## src/rtl/mem_access_stage_if.sv

```systemverilog
// mem_access_stage_if -- data-memory request/response bus.
//
// Signals:
//   mem_req    request valid (held until mem_ack)
//   mem_we     request is a write
//   mem_addr   request address
//   mem_wdata  store data
//   mem_ack    completion strobe from memory
//   mem_rdata  load data, valid with mem_ack
//
// Modports:
//   master  the pipeline stage issuing requests
//   slave   the data memory answering them
interface mem_access_stage_if;
   logic        mem_req;
   logic        mem_we;
   logic [31:0] mem_addr;
   logic [31:0] mem_wdata;
   logic        mem_ack;
   logic [31:0] mem_rdata;

   modport master (output mem_req, mem_we, mem_addr, mem_wdata,
                   input  mem_ack, mem_rdata);
   modport slave  (input  mem_req, mem_we, mem_addr, mem_wdata,
                   output mem_ack, mem_rdata);
endinterface

```

## src/rtl/mem_access_stage.sv

```systemverilog
// mem_access_stage -- pipeline memory-access stage.
//
// ALU results pass straight to the writeback registers one cycle after
// valid_in. Loads and stores capture their operands, raise stall and wait in
// REQ holding the memory request stable until mem_ack; writeback follows one
// cycle after the ack. A combined read+write is performed as a write.
//
// Ports:
//   clk, reset          clock, synchronous active-high reset
//   valid_in            execute-stage result valid
//   regDdata, regBdata  ALU result (memory address) and store data
//   zero, PCNEXT        ALU zero flag and branch target
//   regD                destination register index
//   mem_read, mem_write, branch, reg_write   control flags
//   mem                 data-memory bus (master side)
//   stall               upstream must hold its inputs
//   wb_valid, wb_data, wb_regD, wb_reg_write writeback outputs
//   pc_src, branch_target                    branch decision
//   misalign            alignment fault flag
//
// Build option MEM_ALIGN_CHECK_EN: when defined, a load/store whose address
// has nonzero low bits issues no request and completes next cycle with
// misalign=1 and no register write. When undefined, the low two address bits
// are cleared on the bus and misalign is tied low.
module mem_access_stage (
   input  logic                clk,
   input  logic                reset,
   input  logic                valid_in,
   input  logic [31:0]         regDdata,
   input  logic [31:0]         regBdata,
   input  logic                zero,
   input  logic [31:0]         PCNEXT,
   input  logic [4:0]          regD,
   input  logic                mem_read,
   input  logic                mem_write,
   input  logic                branch,
   input  logic                reg_write,
   mem_access_stage_if.master  mem,
   output logic                stall,
   output logic                wb_valid,
   output logic [31:0]         wb_data,
   output logic [4:0]          wb_regD,
   output logic                wb_reg_write,
   output logic                pc_src,
   output logic [31:0]         branch_target,
   output logic                misalign
);

   localparam logic [0:0] IDLE = 1'b0;
   localparam logic [0:0] REQ  = 1'b1;

   logic [0:0]  state;
   logic        mem_op;
   logic        accept;
   logic        misalign_hit;

   logic [31:0] addr_p1;
   logic [31:0] wdata_p1;
   logic [31:0] pcnext_p1;
   logic [4:0]  regd_p1;
   logic        we_p1;
   logic        regwr_p1;
   logic        pcsrc_p1;

   always_comb begin
      mem_op = mem_read | mem_write;
      accept = (state == IDLE) && valid_in;
`ifdef MEM_ALIGN_CHECK_EN
      misalign_hit = accept && mem_op && (regDdata[1:0] != 2'b00);
`else
      misalign_hit = 1'b0;
`endif
      // Stall asserts in the accept cycle itself so upstream holds this op.
      stall = !reset && ((state == REQ) || (accept && mem_op && !misalign_hit));
   end

   // Stage p1: operands of an accepted memory operation, held through REQ
   always_ff @(posedge clk) begin
      if (accept && mem_op) begin
         addr_p1   <= regDdata;
         wdata_p1  <= regBdata;
         pcnext_p1 <= PCNEXT;
         regd_p1   <= regD;
         we_p1     <= mem_write;
         regwr_p1  <= reg_write;
         pcsrc_p1  <= branch & zero;
      end
   end

   assign mem.mem_req   = (state == REQ);
   assign mem.mem_we    = we_p1;
   assign mem.mem_wdata = wdata_p1;

   // Stage p2: FSM and writeback registers
   always_ff @(posedge clk) begin
      if (reset) begin
         state         <= IDLE;
         wb_valid      <= 1'b0;
         wb_data       <= 32'd0;
         wb_regD       <= 5'd0;
         wb_reg_write  <= 1'b0;
         pc_src        <= 1'b0;
         branch_target <= 32'd0;
      end else begin
         wb_valid     <= 1'b0;
         wb_reg_write <= 1'b0;
         pc_src       <= 1'b0;
         case (state)
            IDLE: begin
               if (valid_in) begin
                  if (mem_op && !misalign_hit) begin
                     state <= REQ;
                  end else begin
                     wb_valid      <= 1'b1;
                     wb_data       <= regDdata;
                     wb_regD       <= regD;
                     wb_reg_write  <= reg_write && !misalign_hit;
                     pc_src        <= branch & zero;
                     branch_target <= PCNEXT;
                  end
               end
            end
            REQ: begin
               if (mem.mem_ack) begin
                  state         <= IDLE;
                  wb_valid      <= 1'b1;
                  // A store reports its address; read data is ignored.
                  wb_data       <= we_p1 ? addr_p1 : mem.mem_rdata;
                  wb_regD       <= regd_p1;
                  wb_reg_write  <= regwr_p1;
                  pc_src        <= pcsrc_p1;
                  branch_target <= pcnext_p1;
               end
            end
            default: state <= IDLE;
         endcase
      end
   end

`ifdef MEM_ALIGN_CHECK_EN
   logic misalign_q;

   always_ff @(posedge clk) begin
      if (reset) misalign_q <= 1'b0;
      else       misalign_q <= misalign_hit;
   end

   assign misalign     = misalign_q;
   assign mem.mem_addr = addr_p1;
`else
   assign misalign     = 1'b0;
   assign mem.mem_addr = {addr_p1[31:2], 2'b00};
`endif

endmodule

```

## src/flat_wrapper.sv

```systemverilog
// flat-port wrapper written by rule: the top's interface ports become plain ports
module mem_access_stage_flat 
  (clk, reset, valid_in, regDdata, regBdata, zero, PCNEXT, regD, mem_read, mem_write, branch, reg_write, stall, wb_valid, wb_data, wb_regD, wb_reg_write, pc_src, branch_target, misalign, mem_mem_req, mem_mem_we, mem_mem_addr, mem_mem_wdata, mem_mem_ack, mem_mem_rdata);
  mem_access_stage_if mem_i ();
  input  logic clk;
  input  logic reset;
  input  logic valid_in;
  input  logic [31:0] regDdata;
  input  logic [31:0] regBdata;
  input  logic zero;
  input  logic [31:0] PCNEXT;
  input  logic [4:0] regD;
  input  logic mem_read;
  input  logic mem_write;
  input  logic branch;
  input  logic reg_write;
  output logic stall;
  output logic wb_valid;
  output logic [31:0] wb_data;
  output logic [4:0] wb_regD;
  output logic wb_reg_write;
  output logic pc_src;
  output logic [31:0] branch_target;
  output logic misalign;
  output wire logic [$bits(mem_i.mem_req)-1:0] mem_mem_req;
  output wire logic [$bits(mem_i.mem_we)-1:0] mem_mem_we;
  output wire logic [$bits(mem_i.mem_addr)-1:0] mem_mem_addr;
  output wire logic [$bits(mem_i.mem_wdata)-1:0] mem_mem_wdata;
  input wire logic [$bits(mem_i.mem_ack)-1:0] mem_mem_ack;
  input wire logic [$bits(mem_i.mem_rdata)-1:0] mem_mem_rdata;
  assign mem_mem_req = mem_i.mem_req;
  assign mem_mem_we = mem_i.mem_we;
  assign mem_mem_addr = mem_i.mem_addr;
  assign mem_mem_wdata = mem_i.mem_wdata;
  assign mem_i.mem_ack = mem_mem_ack;
  assign mem_i.mem_rdata = mem_mem_rdata;
  mem_access_stage u_core (.clk(clk), .reset(reset), .valid_in(valid_in), .regDdata(regDdata), .regBdata(regBdata), .zero(zero), .PCNEXT(PCNEXT), .regD(regD), .mem_read(mem_read), .mem_write(mem_write), .branch(branch), .reg_write(reg_write), .mem(mem_i), .stall(stall), .wb_valid(wb_valid), .wb_data(wb_data), .wb_regD(wb_regD), .wb_reg_write(wb_reg_write), .pc_src(pc_src), .branch_target(branch_target), .misalign(misalign));
endmodule
```

## config.mk

```make
export PLATFORM = sky130hd
export DESIGN_NAME = mem_access_stage_flat
export DESIGN_NICKNAME = d
export VERILOG_FILES = /design/src/rtl/mem_access_stage_if.sv /design/src/rtl/mem_access_stage.sv /design/src/flat_wrapper.sv
export SDC_FILE = /design/constraint.sdc
export NUM_CORES = 1
export LEC_CHECK = 0
export BUFFER_PORTS_ARGS = -buffer_cell sky130_fd_sc_hd__buf_2
export CAP_MARGIN = 40
export CORE_UTILIZATION = 33
export DETAILED_ROUTE_END_ITERATION = 8
export GPL_TIMING_DRIVEN = 0
export PLACE_DENSITY = 0.67
export SLEW_MARGIN = 15
export SYNTH_ARGS = -nofsm -noshare
export SYNTH_HDL_FRONTEND = slang
export SYNTH_SLANG_ARGS = --single-unit
```

## constraint.sdc

```tcl
create_clock -name clk -period 9.95 [get_ports clk]
set_input_delay 0.995 -clock clk [delete_from_list [all_inputs] [get_ports clk]]
set_output_delay 0.995 -clock clk [all_outputs]
set_load 0.01 [all_outputs]
```

# Word-level counts from Yosys, hierarchy flattened
# Cells that the tools add are included.
classes:
  eq_ne: 3
  muxes: 29
  bitwise_logic: 3
  n_reduce_logical: 6
ops:
  columns: ["cell", "count"]
  rows:
  - ["$mux 32", 7]
  - ["$pmux 32 s2", 2]
  - ["$mux 5", 3]
  - ["$mux 1", 12]
  - ["$pmux 5 s2", 1]
  - ["$pmux 1 s2", 4]
  - ["$ne 2x2->1 const B", 3]
  - ["$logic_and 1x1->1", 3]
  - ["$reduce_and 3->1", 1]
  - ["$and 1x1->1", 1]
  - ["$logic_not 1->1", 1]
  - ["$logic_or 1x1->1", 1]
  - ["$not 1->1", 1]
  - ["$or 1x1->1", 1]
word_totals:
  register_bits: 177
  in_bits: 142
  out_inout_bits: 140
  elab_cells: 55

# Logic depth before layout (Yosys ltp)
# Gate-level depths: netlist of run 1.
logic_depth:
  depth_word: 5
  ltp_mapped: 8
  ltp_nobuf: 3

# Worst setup path before layout of run 1
# Ideal clock, no wire load.
synth_path:
  path_kind: "input to register"
  from: "input mem_write"
  to: "register u_core.addr_p1[0], enable pin"
  setup_time_ns: 0.716
  arrival_ns: 8.563
  required_ns: 9.234
  setup_slack_ns: 0.670
  stages: 2
  n_path_buf: 0
  path_cell_list: "nor2_1 -> nor3b_1"
synth_via:
  elab_chain_cells: 2
synth_rtl:
  columns: ["item", "line", "rtl"]
  rows:
  - ["start: declaration", "flat_wrapper.sv:14", "input logic mem_write;"]
  - ["$or 1x1->1", "mem_access_stage.sv:66", "mem_op = mem_read | mem_write;"]
  - ["$logic_and 1x1->1", "mem_access_stage.sv:79", "if (accept && mem_op) begin"]
  - ["end signal: assignment", "mem_access_stage.sv:80", "addr_p1 <= regDdata;"]
  - ["end: declaration", "mem_access_stage.sv:57", "logic [31:0] addr_p1;"]
# Every way passes these cells.
# A chain may end at the register's enable or synchronous reset.

# Final worst setup path of run 1
layout_path:
  from: "input reset"
  to: "output stall"
layout_via:
  elab_chain_cells: 2
layout_rtl:
  columns: ["item", "line", "rtl"]
  rows:
  - ["start: declaration", "flat_wrapper.sv:6", "input logic reset;"]
  - ["$logic_not 1->1", "mem_access_stage.sv:74", "stall = !reset && ((state == REQ) || (accept && mem_op && !misalign_hit));"]
  - ["$logic_and 1x1->1", "mem_access_stage.sv:74", null]
  - ["end: declaration", "flat_wrapper.sv:17", "output logic stall;"]
# Every way passes these cells.

==> metrics.csv, run 1 <==
stage;metric;value;unit
timing;RSZ-0062 raised after global routing;false;
timing;Worst-Margin Slew;0.8180;ns
clock_tree;Longest Clk Path Bufs;2;
pwr;Pwr Density;180.4;nW/um^2
worst_setup_path;most used cell, CP;clkbuf_1;
floorplanning;core footprint;21020;sq um
floorplanning;Initial Utilization;33.58;%
synthesis;average size of a mapped cell;13.95;sq um
worst_setup_path;Arr. time, crit path;2.43;ns
global_routing;gr ovfl total;0;
clock_tree;clk_lat worst skew;0.42;ns
synthesis;top cell type's share of synthesized area;44.24;%
timing;min Tclk post-route;3.422;ns
worst_setup_path;Worst Path Buf+Inv;4;
drt;vias per cell;4.604;
synthesis;post-synth top area cell;edfxtp_1;
synthesis;Netlist Area Pre-Place;7059;sq um
drt;Post-route DRC;0;
worst_setup_path;cells along the critical path;clkbuf_1 -> clkbuf_1 -> clkbuf_1 -> nor2_1 -> buf_2;
finish;Area Growth Syn to Fin;34.01;%
synthesis;fraction of registers with async set/reset;0;%
worst_hold_path;Min-Delay Path Class;reg2reg;
worst_setup_path;CP Max Fanout;10;
clock_tree;CTS Hold Buffers Added;0;
global_routing;GR Util met1;19.39;%
worst_setup_path;CP peak stage delay;0.42;ns
global_routing;GRT Overall Usage;16.42;%
synthesis;count leader, synth;edfxtp_1;
clock_tree;Sink Count;177;
synthesis;top cells by area, synth;edfxtp_1 44%, dfxtp_1 21%, mux2i_1 9.8%;
timing;Setup Skew;0.007624;ns
pwr;leakage;3.962;nW
pwr;VDD IR max;111.0;uV
timing;final setup fails;0;
finish;Register Area;4584;sq um
synthesis;synth unique cells;24;
global_routing;grt met3 use;5.736;%
clock_tree;CTS tree;done;
timing;final max-slew violation count;0;
clock_tree;H-tree levels;4;
drt;Routed WL;17990;um
drt;DRT iter0 DRCs;155;
timing;Rel. slew slack;45.47;%
synthesis;flops & latches, synth;177;
worst_setup_path;Critical Path Source Type;input port;
placement;IO buf count;277;
flow_run;MaxCap Viol Count;0;
synthesis;Synth Flop Type;edfxtp_1;
placement;dpl hpwl;13540;um
floorplanning;row cnt;53;
synthesis;Mapped Cells;506;
finish;layout cells sized above 1;48.80;%
clock_tree;CTS Buf Count;17;
global_routing;met2 GRT Util;27.51;%
synthesis;commonest cells in the netlist;104 x edfxtp_1, 73 x dfxtp_1, 69 x mux2i_1;
clock_tree;CTS Root Cell;clkbuf_16;
finish;Final nets;959;
floorplanning;die height;148.3;um
floorplanning;Die ar.;21980;sq um
worst_setup_path;critical path's slowest cell;clkbuf_1;
synthesis;number of synthesized flops with an enable pin;104;
finish;final instance area;9460;sq um
status;outcome;finished, final reports clean;
placement;placed cell areas;8919;sq um
worst_setup_path;Req. time, crit path;8.96;ns
timing;Max Fclk;0.2923;GHz
drt;routed len/inst;16.25;um
synthesis;sequential area share after synthesis;64.94;%
timing;Hold Violations, Final;0;
drt;DRT antenna net count;0;
drt;vias after detailed routing;5097;
clock_tree;CTS clock-pin slew for the worst setup and hold paths;0.07;ns
global_routing;number of antenna violations at the first check in global routing;1;
worst_setup_path;family with the most delay on the worst path;buffers and inverters;
finish;filler instances;1966;
floorplanning;I/O Pins;282;
placement;RePlAce Congestion;0.7570;
drt;iteration count of the initial detailed-routing pass;4;
global_routing;vias in the first global route;5222;
worst_setup_path;CP Capture Type;output pin;
finish;multi-input logic area;2043;sq um
global_routing;GR peak layer;met2;
clock_tree;CTS resizes;0;
floorplanning;die width;148.3;um
global_routing;first-pass GRT wire length;27670;um
synthesis;synth warn;0;
clock_tree;Setup Buffers After CTS;0;
timing;Fin Setup TNS;0;ns
timing;period utilisation layout;34.39;%
worst_setup_path;critical setup path kind;in2out;
global_routing;largest net degree at the start of global routing;17;
-- flip-flops by register name, indices dropped and copies added (netlist names) --
| register | cells |
|---|---|
| u_core.wb_regD | 5 |
| u_core.mem.mem_req | 1 |
| u_core.pcsrc_p1 | 1 |
| u_core.addr_p1 | 32 |
| u_core.pcnext_p1 | 32 |
| u_core.mem.mem_we | 1 |
| u_core.wb_data | 32 |
| u_core.pc_src | 1 |
| u_core.wb_valid | 1 |
| u_core.regwr_p1 | 1 |
| u_core.regd_p1 | 5 |
| u_core.wb_reg_write | 1 |
| u_core.mem.mem_wdata | 32 |
| u_core.branch_target | 32 |
-- per-stage QoR --
stage	setup slack [ns]	total power, mW	cells	hold WS, ns	util [%]
global placement	-3.818	1.106	1060	0.4699	41.85
detailed placement	6.439	1.107	1073	0.4745	42.43
floorplan	0.6703	1.003	508	0.4698	-
CTS	6.436	1.732	1105	0.4871	44.98
global route	6.337	1.783	1106	0.5001	44.99
finish	6.528	1.707	1107	0.4851	45.00
-- tightest hold or removal path: stages (launching register included) --
cell	delay (ns)
dfxtp_1	0.31
nand2b_1	0.06
o22ai_1	0.07
-- placed cells by master, fill, tap and decap left out, types with 26 or more instances in the layout --
| master | Yosys | routed |
|---|---|---|
| a211oi_1 | 36 | 36 |
| buf_2 | 9 | 286 |
| buf_4 | 35 | 43 |
| clkbuf_1 | 25 | 26 |
| dfxtp_1 | 73 | 73 |
| edfxtp_1 | 104 | 104 |
| mux2_2 | 32 | 32 |
| mux2i_1 | 69 | 69 |
| nand2b_1 | 32 | 32 |
| nor3_1 | 38 | 38 |
| o22ai_1 | 32 | 32 |
-- layer usage --
layer  part of all wire [%]  vias to the layer above
met1                     42                     2398
li1                       -                     2491
met5                      0                        -
met3                    7.5                       23
met4                    1.6                        0
met2                     49                      185
-- cell families after synthesis --
logic type	count (synthesis)	synth area share, %
compound gates	73	7.320
buf+inv	74	6.292
flops	177	64.94
mux	101	14.89
other cells	1	0.05312
simple gates	80	6.505
-- area by class of cell --
class / count / area share [%]
diodes: 2 / 0.05290
plain buffers: 73 / 4.655
clock buffers: 18 / 4.536
clock inverters: 14 / 1.137
inverters: 1 / 0.03968
multi-input cells: 257 / 21.60
flip-flops and latches: 177 / 48.46
well taps: 275 / 3.637
repair buffers: 290 / 15.88
-- power by group --
group          switching, mW  leakage (nW)  internal [mW]
Clock                  0.297         0.257          0.324
Sequential            0.0190          1.58          0.829
Combinational          0.124          2.12          0.113
-- worst paths after layout --
| check | startpoint | end | depth (start not counted) | slack [ns] |
|---|---|---|---|---|
| min reg2reg | u_core.wb_data[4] | u_core.wb_data[4] | 2 | 0.49 |
| max reg2reg | u_core.mem.mem_req | u_core.regd_p1[1] | 8 | 7.06 |
| min | u_core.wb_data[4] | u_core.wb_data[4] | 2 | 0.49 |
| max | reset | stall | 5 | 6.53 |
No activity file was read; power rests on OpenSTA's default activity.
==> inputs of run 2 (changes only) <==
Settings changed: ABC_AREA set to 1, PLACE_DENSITY 0.67 to 0.66.
Clock period 9.95 ns to 3 ns, I/O delays scaled along.
==> run 2 against run 1 <==
Sequential power rose to 3.3 times the previous value. First-iteration DRC count is 110% higher. Critical path type is now reg2out. Synthesized cell count up 91%. Setup slack worse by 5.8 ns. Count of clock-buffer cells in the layout is 1 lower. Non-clock buffer count grew 1. Design area is 9.7% higher. Clock power grew to 3.8 times the previous value. Critical path depth unchanged.
==> metrics.csv, run 2 <==
stage;metric;value;unit
synthesis;top cells by area, synth;edfxtp_1 40%, dfxtp_1 19%, nand2_1 15%;
pwr;VDD IR max;333.0;uV
timing;period utilisation layout;74.42;%
floorplanning;die width;156.5;um
synthesis;top cell type's share of synthesized area;39.64;%
clock_tree;Sink Count;177;
floorplanning;die height;156.5;um
placement;RePlAce Congestion;0.7893;
global_routing;first-pass GRT wire length;33890;um
clock_tree;clk_lat worst skew;0.42;ns
clock_tree;Setup Buffers After CTS;0;
placement;dpl hpwl;16610;um
worst_setup_path;critical setup path kind;reg2out;
placement;placed cell areas;9739;sq um
floorplanning;Initial Utilization;33.56;%
drt;vias per cell;4.263;
synthesis;sequential area share after synthesis;58.20;%
pwr;Pwr Density;589.3;nW/um^2
drt;Routed WL;22510;um
synthesis;Netlist Area Pre-Place;7878;sq um
drt;vias after detailed routing;6842;
synthesis;synth warn;0;
placement;IO buf count;278;
global_routing;gr ovfl total;0;
worst_setup_path;Critical Path Source Type;flop;
global_routing;GRT Overall Usage;18.43;%
clock_tree;CTS Hold Buffers Added;0;
synthesis;synth unique cells;19;
flow_run;MaxCap Viol Count;0;
finish;Final nets;1411;
floorplanning;row cnt;56;
finish;layout cells sized above 1;29.02;%
floorplanning;Die ar.;24490;sq um
worst_setup_path;Arr. time, crit path;1.93;ns
pwr;leakage;5.371;nW
drt;iteration count of the initial detailed-routing pass;5;
drt;routed len/inst;14.03;um
clock_tree;H-tree levels;4;
worst_setup_path;R2R setup slack;0.87;ns
clock_tree;CTS resizes;0;
synthesis;Mapped Cells;967;
timing;Setup Skew;0.009327;ns
status;outcome;finished, final reports clean;
timing;min Tclk post-route;2.233;ns
clock_tree;CTS clock-pin slew for the worst setup and hold paths;0.07;ns
clock_tree;CTS tree;done;
global_routing;largest net degree at the start of global routing;39;
timing;RSZ-0062 raised after global routing;false;
worst_setup_path;CP Max Fanout;10;
pwr;Power, Total;6.114;mW
finish;filler instances;2392;
clock_tree;CTS Root Cell;clkbuf_16;
synthesis;fraction of registers with async set/reset;0;%
clock_tree;Longest Clk Path Bufs;2;
global_routing;number of antenna violations at the first check in global routing;6;
synthesis;commonest cells in the netlist;312 x nand2_1, 142 x nor2_1, 138 x inv_1;
synthesis;Synth Flop Type;edfxtp_1;
worst_setup_path;Req. time, crit path;2.70;ns
synthesis;flops & latches, synth;177;
synthesis;count leader, synth;nand2_1;
timing;Hold Violations, Final;0;
worst_hold_path;Min-Delay Path Class;in2reg;
worst_setup_path;CP Capture Type;output pin;
timing;Rel. slew slack;57.27;%
finish;Area Growth Syn to Fin;31.70;%
drt;Post-route DRC;0;
global_routing;vias in the first global route;6244;
floorplanning;core footprint;23470;sq um
synthesis;post-synth top area cell;edfxtp_1;
drt;DRT iter0 DRCs;329;
timing;final max-slew violation count;0;
finish;most frequent cells in the layout;312 x nand2_1, 294 x buf_2, 142 x nor2_1, 137 x inv_1, 104 x edfxtp_1;
clock_tree;CTS Buf Count;17;
timing;Worst-Margin Slew;0.6409;ns
drt;DRT antenna net count;0;
timing;Max Fclk;0.4479;GHz
timing;final setup fails;0;
synthesis;number of synthesized flops with an enable pin;104;
finish;commonest non-fill, non-tap cell in the layout;nand2_1;
finish;final instance area;10380;sq um
floorplanning;I/O Pins;282;
synthesis;average size of a mapped cell;8.146;sq um
[run 2: changes by cell type after synthesis, moves of 7 or more]
cell / change
a211oi_1: -36
buf_2: +7
inv_1: +137
mux2_2: -32
mux2i_1: -69
nand2_1: +312
nand2b_1: -32
nand3_1: +103
nor2_1: +137
nor3_1: -38
o22ai_1: -32
[run 2: critical path: stages (launching register included)]
cell,delay [ns]
dfxtp_1,0.32
buf_6,0.15
inv_2,0.18
clkbuf_1,0.53
a21oi_1,0.15
buf_2,0.18
[run 2: metal layers]
| metal | global-route usage, % | routed length (um) | vias up |
|---|---|---|---|
| met4 | 5.182 | 283 | 4 |
| met3 | 6.037 | 1730 | 15 |
| met5 | 0 | 26 | - |
| met1 | 23.08 | 9822 | 3083 |
| met2 | 30.25 | 10650 | 209 |
| li1 | - | - | 3531 |
[run 2: final cells by class]
class                           instances  area [sq um]  share of cell area [%]
Antenna cell                            4         10.01                 0.09648
Buffer                                 83         478.0                   4.607
Clock buffer                           17         425.4                   4.100
Clock inverter                         15         200.2                   1.930
Inverter                              141         533.0                   5.137
Multi-Input combinational cell        568          2293                   22.11
Sequential cell                       177          4584                   44.19
Tap cell                              319         399.1                   3.847
Timing Repair Buffer                  281          1451                   13.99
[run 2: kinds of logic after synthesis]
kind of cell,after synthesis,synth area share [%]
buffers and inverters,224,12.79
and+or+nand+nor,561,28.67
AOI/OAI and AO/OA,4,0.3017
DFF,177,58.20
other,1,0.04760
[run 2: worst paths after layout]
path	startpoint	endpoint	depth (start not counted)
setup / recovery	u_core.mem.mem_req	stall	5
hold / removal	regBdata[23]	u_core.mem.mem_wdata[23]	1
setup reg to reg	u_core.mem.mem_req	u_core.pcnext_p1[3]	7
hold reg to reg	u_core.pcsrc_p1	u_core.pc_src	2
[run 2: power breakdown]
group	leakage [nW]	total (mW)	internal (mW)	switching [mW]
combinational	3.48	0.913	0.366	0.547
clock	0.305	2.38	1.35	1.03
sequential	1.59	2.82	2.76	0.0667
total	5.37	6.11	4.47	1.65
[run 2: metrics by stage]
| stage | hold slack (ns) | util (%) | std cells | setup TNS (ns) | setup slack [ns] |
|---|---|---|---|---|---|
| 5_1_grt | 0.01676 | 44.18 | 1603 | 0 | 0.6293 |
| 4_1_cts | 0.02459 | 44.16 | 1601 | 0 | 0.7365 |
| 2_1_floorplan | 0.3691 | - | 969 | 0 | 0.3675 |
| 3_3_place_gp | 0.4765 | 41.24 | 1566 | -84.10 | -0.8102 |
| 3_5_place_dp | 0.4781 | 41.49 | 1569 | 0 | 0.7285 |
| 6_report | 0.04998 | 44.20 | 1605 | 0 | 0.7673 |
